==> src/rtl/branch_predictor_btb.sv <==
// Direct-mapped branch target buffer with per-entry saturating direction
// counters and saturating hit/mispredict performance counters. Lookup has no
// latency. Updates from the resolving stage take effect at the next edge.
module branch_predictor_btb #(
  parameter int ENTRIES = 16,
  parameter int CTR_W   = 2,
  parameter int DYNAMIC = 1,
  parameter int PERF_W  = 16
) (
  input  logic              CLK,
  input  logic              nRST,
  input  logic              lookup_en,
  input  logic [31:0]       lookup_pc,
  output logic              pred_hit,
  output logic              pred_taken,
  output logic [31:0]       pred_target,
  input  logic              update_en,
  input  logic [31:0]       update_pc,
  input  logic              update_taken,
  input  logic [31:0]       update_target,
  input  logic              update_mispredict,
  output logic [PERF_W-1:0] perf_hits,
  output logic [PERF_W-1:0] perf_mispredicts
);

  localparam int IDX_W = $clog2(ENTRIES);
  localparam int TAG_W = 30 - IDX_W;
  localparam logic [CTR_W-1:0] CTR_WT  = CTR_W'(1 << (CTR_W - 1));
  localparam logic [CTR_W-1:0] CTR_WNT = CTR_W'((1 << (CTR_W - 1)) - 1);

  function automatic logic [CTR_W-1:0] ctr_inc(input logic [CTR_W-1:0] c);
    return (c == {CTR_W{1'b1}}) ? c : c + CTR_W'(1);
  endfunction

  function automatic logic [CTR_W-1:0] ctr_dec(input logic [CTR_W-1:0] c);
    return (c == '0) ? c : c - CTR_W'(1);
  endfunction

  function automatic logic [PERF_W-1:0] perf_inc(input logic [PERF_W-1:0] c);
    return (c == {PERF_W{1'b1}}) ? c : c + PERF_W'(1);
  endfunction

  // Table state is held in flops so every entry can be cleared by reset.
  logic             valid_q [ENTRIES];
  logic [TAG_W-1:0] tag_q   [ENTRIES];
  logic [31:0]      tgt_q   [ENTRIES];
  logic [CTR_W-1:0] ctr_q   [ENTRIES];

  logic [PERF_W-1:0] perf_hits_q, perf_hits_d;
  logic [PERF_W-1:0] perf_mis_q,  perf_mis_d;

  logic [IDX_W-1:0] lk_idx, up_idx;
  logic [TAG_W-1:0] lk_tag, up_tag;
  logic             up_hit, up_we;
  logic [CTR_W-1:0] up_ctr_d;
  logic [31:0]      up_tgt_d;

  // Byte-offset bits of both PCs play no part in indexing or tagging.
  logic unused_pc_lsbs;
  assign unused_pc_lsbs = ^{lookup_pc[1:0], update_pc[1:0]};

  assign lk_idx = lookup_pc[IDX_W+1:2];
  assign lk_tag = lookup_pc[31:IDX_W+2];
  assign up_idx = update_pc[IDX_W+1:2];
  assign up_tag = update_pc[31:IDX_W+2];

  // Zero-latency lookup; an update in flight this cycle is not yet visible.
  always_comb begin
    pred_hit    = valid_q[lk_idx] && (tag_q[lk_idx] == lk_tag);
    pred_taken  = (DYNAMIC != 0) && pred_hit && ctr_q[lk_idx][CTR_W-1];
    pred_target = pred_taken ? tgt_q[lk_idx] : lookup_pc + 32'd4;
  end

  // Next state of the indexed entry: train on a tag hit, allocate on a taken miss.
  always_comb begin
    up_hit   = valid_q[up_idx] && (tag_q[up_idx] == up_tag);
    up_we    = 1'b0;
    up_ctr_d = ctr_q[up_idx];
    up_tgt_d = tgt_q[up_idx];
    if (update_en) begin
      if (up_hit) begin
        up_we = 1'b1;
        if (update_taken) begin
          up_ctr_d = ctr_inc(ctr_q[up_idx]);
          up_tgt_d = update_target;
        end else begin
          up_ctr_d = ctr_dec(ctr_q[up_idx]);
        end
      end else if (update_taken) begin
        up_we    = 1'b1;
        up_ctr_d = CTR_WT;
        up_tgt_d = update_target;
      end
    end
  end

  // Table write; a taken miss evicts whatever occupied the index.
  always_ff @(posedge CLK or negedge nRST) begin
    if (!nRST) begin
      for (int i = 0; i < ENTRIES; i++) begin
        valid_q[i] <= 1'b0;
        tag_q[i]   <= '0;
        tgt_q[i]   <= '0;
        ctr_q[i]   <= CTR_WNT;
      end
    end else if (up_we) begin
      valid_q[up_idx] <= 1'b1;
      tag_q[up_idx]   <= up_tag;
      tgt_q[up_idx]   <= up_tgt_d;
      ctr_q[up_idx]   <= up_ctr_d;
    end
  end

  // Performance counter next state; both may advance in the same cycle.
  always_comb begin
    perf_hits_d = perf_hits_q;
    perf_mis_d  = perf_mis_q;
    if (lookup_en && pred_hit)          perf_hits_d = perf_inc(perf_hits_q);
    if (update_en && update_mispredict) perf_mis_d  = perf_inc(perf_mis_q);
  end

  // Performance counter registers.
  always_ff @(posedge CLK or negedge nRST) begin
    if (!nRST) begin
      perf_hits_q <= '0;
      perf_mis_q  <= '0;
    end else begin
      perf_hits_q <= perf_hits_d;
      perf_mis_q  <= perf_mis_d;
    end
  end

  assign perf_hits        = perf_hits_q;
  assign perf_mispredicts = perf_mis_q;

endmodule

==> config.mk <==
export PLATFORM = sky130hd
export DESIGN_NAME = branch_predictor_btb
export DESIGN_NICKNAME = d
export VERILOG_FILES = /design/src/rtl/branch_predictor_btb.sv
export SDC_FILE = /design/constraint.sdc
export NUM_CORES = 2
export LEC_CHECK = 0
export CORE_UTILIZATION = 60
export DETAILED_ROUTE_END_ITERATION = 10
export PLACE_DENSITY_LB_ADDON = 0.12
export SKIP_LAST_GASP = 1
export SLEW_MARGIN = 10
export SYNTH_ARGS = -nofsm -noshare
export SYNTH_HDL_FRONTEND = slang
export SYNTH_SLANG_ARGS = --single-unit
==> constraint.sdc <==
create_clock -name CLK -period 5.55 [get_ports CLK]
set_clock_uncertainty 0.15 [all_clocks]
set_input_delay 0.555 -clock CLK [delete_from_list [all_inputs] [get_ports CLK]]
set_output_delay 0.555 -clock CLK [all_outputs]
set_load 0.01 [all_outputs]
Word level (Yosys, flattened, before mapping) --
Index checks and enable logic that the tools add are counted. W data, S select, Z words.
Operators by class: add/sub/neg operators 5, magnitude comparators 3, eq/ne operators 5, mux-type cells 47, bitwise logic cells 5, reductions and logical operators 9
Operators by type and width (count):
- $bwmux W512 | 1
- $bwmux W416 | 1
- $bmux W32 S4 | 2
- $mux W32 | 8
- $bmux W26 S4 | 2
- $mux W26 | 5
- $demux W32 S4 | 1
- $demux W26 S4 | 1
- $eq A26 B26 Y1 | 2
- $add A16 B1 Y16 const B | 2
- $add A32 B3 Y32 const B | 1
- $bwmux W32 | 1
- $eq A16 B16 Y1 const B | 2
- $mux W2 | 11
- $bmux W2 S4 | 2
- $or A16 B16 Y16 | 1
- $ge A5 B5 Y1 const B | 2
- $not A4 Y5 | 2
- $bmux W1 S4 | 2
- $demux W2 S4 | 1
- $mux W1 | 8
- $logic_and A1 B1 Y1 | 6
- $lt A5 B1 Y1 const B | 1
- $demux W1 S4 | 1
- 6 further kinds | 8
Word-level totals: bits in registers 1008, output and inout bits 66

Longest topological paths before layout --
word-level depth 10, depth in mapped cells 16

Least setup slack after synthesis --
No wires, ideal clock.
path kind input to output, start input lookup_pc[3], end output pred_target[0], arrival 3841 ps, setup slack 1004 ps, stages on the path 14, buffers on the path 7, cell sequence buf_2 buf_2 buf_2 clkbuf_1 buf_1 mux2i_1 xor2_1 a21o_1 o2111ai_1 nor4_1 and3_1 clkbuf_1 buf_2 mux2_2
Between the ends: longest elaborated chain between the ends 8, elaborated cells on any way between the ends 17
RTL lines:
- from (decl) | RTL line 13 | input logic [31:0] lookup_pc,
- $not A4 Y5 (implied by the code) (*) | RTL line 69, 70, 71
- $bmux W26 S4 | RTL line 69 | pred_hit = valid_q[lk_idx] && (tag_q[lk_idx] == lk_tag);
- $mux W26 (implied by the code) (2 in a row) | RTL line 69
- $eq A26 B26 Y1 | RTL line 69
- $logic_and A1 B1 Y1 | RTL line 69
- $logic_and A1 B1 Y1 | RTL line 70 | pred_taken = (DYNAMIC != 0) && pred_hit && ctr_q[lk_idx][CTR_W-1];
- $mux W32 (*) | RTL line 71 | pred_target = pred_taken ? tgt_q[lk_idx] : lookup_pc + 32'd4;
- to (decl) | RTL line 16 | output logic [31:0] pred_target,
Mark *: on every way between the ends. The rest lies on a longest branch, timed or not. The select of a mux whose other input is x is not followed.

Final worst setup path --
start input lookup_pc[3], end output pred_target[28]
Between the ends: longest elaborated chain between the ends 8, elaborated cells on any way between the ends 18
RTL lines (RTL line):
- $not A4 Y5 (implied by the code) | 69, 70, 71
- $bmux W26 S4 | 69
- $mux W26 (implied by the code) (2 in a row) | 69
- $eq A26 B26 Y1 | 69
- $logic_and A1 B1 Y1 | 69
- $logic_and A1 B1 Y1 | 70
- $mux W32 (*) | 71
Marked as above.

==> flow_summary_export.csv <==
group,metric,value,unit
logic_synthesis,syn_nets,3757,
detailed_routing,vias,35860,
sta,grt_setup_unrepaired,"no",
cts,path_clk_slew,60,ps
global_routing,antenna_found_initial,4,
detailed_routing,drc_errors,0,
power_and_ir_drop,comb_power_share,0.202,
cells_and_area,finalNonFillerCells,5020,
sta,whs,308.1,ps
floorplanning,die_h,305.6,um
logic_synthesis,ys_ff_latch,1008,
critical_path,critPathKind,"in -> out",
power_and_ir_drop,power_frac_clock,0.357,
cells_and_area,nets,3858,
logic_synthesis,ys_types,70,
floorplanning,initial_core_util,0.6097,
detailed_routing,wire_per_inst,33.29,um
critical_path,cp_cell_sequence,"buf_8 -> buf_12 -> buf_12 -> mux4_2 -> mux2i_1 -> xnor2_1 -> nor4_1 -> o22ai_1 -> nor4_4 -> buf_4 -> and3_2 -> buf_12 -> buf_12 -> mux2_2 -> clkdlybuf4s50_1",
logic_synthesis,yosysWarnings,0,
placement,dp_hpwl,104100,um
sta,hold_viol,0,
critical_path,required,4850,ps
sta,slew_headroom,0.3276,
logic_synthesis,synth_edf_count,0,
power_and_ir_drop,seqPwrFrac,0.441,
sta,slew_violations,0,
critical_path,cpMostUsedCell,"buf_12",
flow_run,drv_cap,0,
power_and_ir_drop,power.internal,15.49,mW
critical_path,slowest_delay,550,ps
detailed_routing,ant_nets,0,
power_and_ir_drop,totalPowerFinal,21.34,mW
logic_synthesis,syn_inst,3652,
global_routing,grt_usage,0.3650,
cts,clkLatencyLatePin,700,ps
power_and_ir_drop,p_switching,5.849,mW
floorplanning,die_w,305.6,um
power_and_ir_drop,swShare,0.2741,
cells_and_area,area_growth,13.61,%
cells_and_area,layout_commonest_cell,"dfrtp_1",
power_and_ir_drop,peakVddDrop,0.3185,mV
cts,cts_tree,"built",
critical_path,end_kind,"primary output",
floorplanning,core_area,90700,um^2
critical_path,cpMaxStageDelayCell,"mux4_2",
detailed_routing,wl,167100,um
placement,place_area,58920,um^2
sta,setup_violations,0,
min_path,hold_class,"in -> async",
power_and_ir_drop,p_leak,27.36,nW
sta,period_minus_slack,5494,ps
cells_and_area,nFillCells,5985,
sta,worstMarginPinSlew,1009,ps
detailed_routing,drtIter0Drc,3856,
placement,gp_congestion,0.9627,
detailed_routing,vias_per_cell,7.142,
cts,cts.htree.levels,3,
logic_synthesis,ys.flop_type,"dfrtp_1",
cells_and_area,final_cell_area,62820,um^2
placement,io_buffers,165,
critical_path,cp.arrival,4790,ps
cts,clockBufferDepth,3,
critical_path,critical_path.max_fanout,29,
sta,fin_setup_tns,0,ps
logic_synthesis,syn_area,55300,um^2
cts,root_buffer,"clkbuf_16",
detailed_routing,dr.pass1.iters,6,
power_and_ir_drop,power_density,339.7,nW/um^2
global_routing,grt_pass1_vias,38090,
cts,cts_sinks,1008,
critical_path,start_kind,"input pin",
critical_path,critical_path.top_delay_family,"buffers and inverters",
cells_and_area,final_cell_mix,"dfrtp_1 (992), mux2_2 (921), mux4_2 (521), clkdlybuf4s50_1 (155), mux2i_1 (131)",
floorplanning,io_pins,168,
cts,cts_buffers,108,
sta,fmax,182.0,MHz
logic_synthesis,avgSynthCellArea,15.14,um^2
cells_and_area,drive_gt1_frac,0.4862,
global_routing,grt_max_degree,163,
sta,post-route-period-util,0.9898,
floorplanning,dieArea,93380,um^2
critical_path,crit_buf_inv,7,
floorplanning,core.rowCount,110,
outcome,status,"complete, no violations",
global_routing,overflow,0,
placement,dpl.cell_count,4809,
global_routing,grt_pass1_wl,251700,um
logic_synthesis,ys_seq_area_frac,0.4565,
logic_synthesis,async_flop_share,1.000,
-- metrics by stage --
| stage | worst slack, ps | utilization |
|---|---|---|
| detailed placement | -106.1 | 0.6496 |
| global route | 10.22 | 0.6926 |
| global placement | -117.8 | 0.6496 |
| CTS | 27.27 | 0.6911 |
| finish | 56.45 | 0.6926 |
| floorplan | 1004 | - |
-- power by group through the flow --
stage | Sequential [mW] | Clock (mW) | Combinational [mW]
final | 9.42 | 7.61 | 4.31
after floorplan | 9.18 | 0 | 3.05
after global placement | 9.33 | 0 | 4.09
after detailed placement | 9.50 | 0 | 4.24
after CTS | 9.38 | 7.69 | 4.28
after global routing | 9.55 | 7.99 | 4.55
-- final cells by class --
cell class	instances	area (um^2)	share of cell area
Clock buffer	158	3173	0.05051
Sequential cell	1008	25240	0.4018
Clock inverter	41	559.3	0.008903
Antenna cell	2	5.005	0.00007967
Timing Repair Buffer	347	3905	0.06216
Tap cell	1176	1471	0.02342
Multi-Input combinational cell	2243	28290	0.4504
Inverter	45	168.9	0.002689
-- timing repair --
action	in CTS	in global routing
setup buffers	0	8
resized for setup	3	6
cloned	0	1
endpoints found under the setup margin	33	22
hold endpoints to repair	72	0
pin swaps	0	2
hold buffers	1	0
-- Yosys cell counts, types with 10 or more instances --
cell type,number,area (um^2)
dfrtp_1,992,24820
mux4_2,521,11730
o21ai_0,50,250.2
mux2_2,921,10370
nor2b_1,18,112.6
nor4_1,16,100.1
nand3_1,45,225.2
inv_1,44,165.2
a22o_1,11,96.34
o22ai_1,13,81.33
or2_2,18,112.6
nor3_1,19,95.09
nand2_1,79,296.5
buf_2,105,525.5
mux2i_1,132,1321
nand4_1,18,112.6
a22oi_1,25,187.7
nor2_1,31,116.4
xnor2_1,70,613.1
buf_4,45,337.8
buf_1,45,168.9
clkbuf_1,155,581.8
dfstp_2,16,420.4
and3_1,18,112.6
xor2_1,43,376.6
nor3_4,10,162.7
a21oi_1,13,65.06
mux2_1,76,855.8
-- worst paths after layout --
check | slack, ps | start | end | cells past startpoint
worst max register to register | 1110 | tag_q[6]$_DFFE_PN0P_ | tgt_q[27]$_DFFE_PN0P_ | 11
min in group CLK | 320 | ctr_q[28]$_DFFE_PN1P_ | ctr_q[28]$_DFFE_PN1P_ | 2
max in group asynchronous | 3480 | nRST | tag_q[73]$_DFFE_PN0P_ | 3
worst min-delay path | 310 | nRST | tag_q[88]$_DFFE_PN0P_ | 2
worst min register to register | 320 | ctr_q[28]$_DFFE_PN1P_ | ctr_q[28]$_DFFE_PN1P_ | 2
worst max-delay path | 60 | lookup_pc[3] | pred_target[28] | 15
-- sequential cells by signal, indices dropped and copies added, names as in the netlist --
signal            cells
ctr_q                32
tag_q               416
perf_hits            16
perf_mispredicts     16
tgt_q               512
valid_q              16
-- logic make-up (layout without fill, tap and decap cells) --
kind of cell | count (synthesis) | count (layout) | share of synthesized area
compound gates | 178 | 178 | 0.02256
xor+xnor | 113 | 113 | 0.01790
fa+ha+maj | 4 | 4 | 0.0008599
buf+inv | 401 | 591 | 0.03346
flops | 1008 | 1008 | 0.4565
mux | 1650 | 1650 | 0.4391
other cells | 0 | 2 | 0
simple gates | 298 | 298 | 0.02960
-- layer usage --
metal	part of all wire	GRT usage	vias up	wire [um]
met5	0.00016	0	-	27
met4	0.042	0.1458	4	7017
met3	0.086	0.08091	374	14310
met1	0.40	0.5036	19560	66440
li1	-	-	14250	-
met2	0.47	0.5687	1672	79330
(Power assumes the default switching activity.)
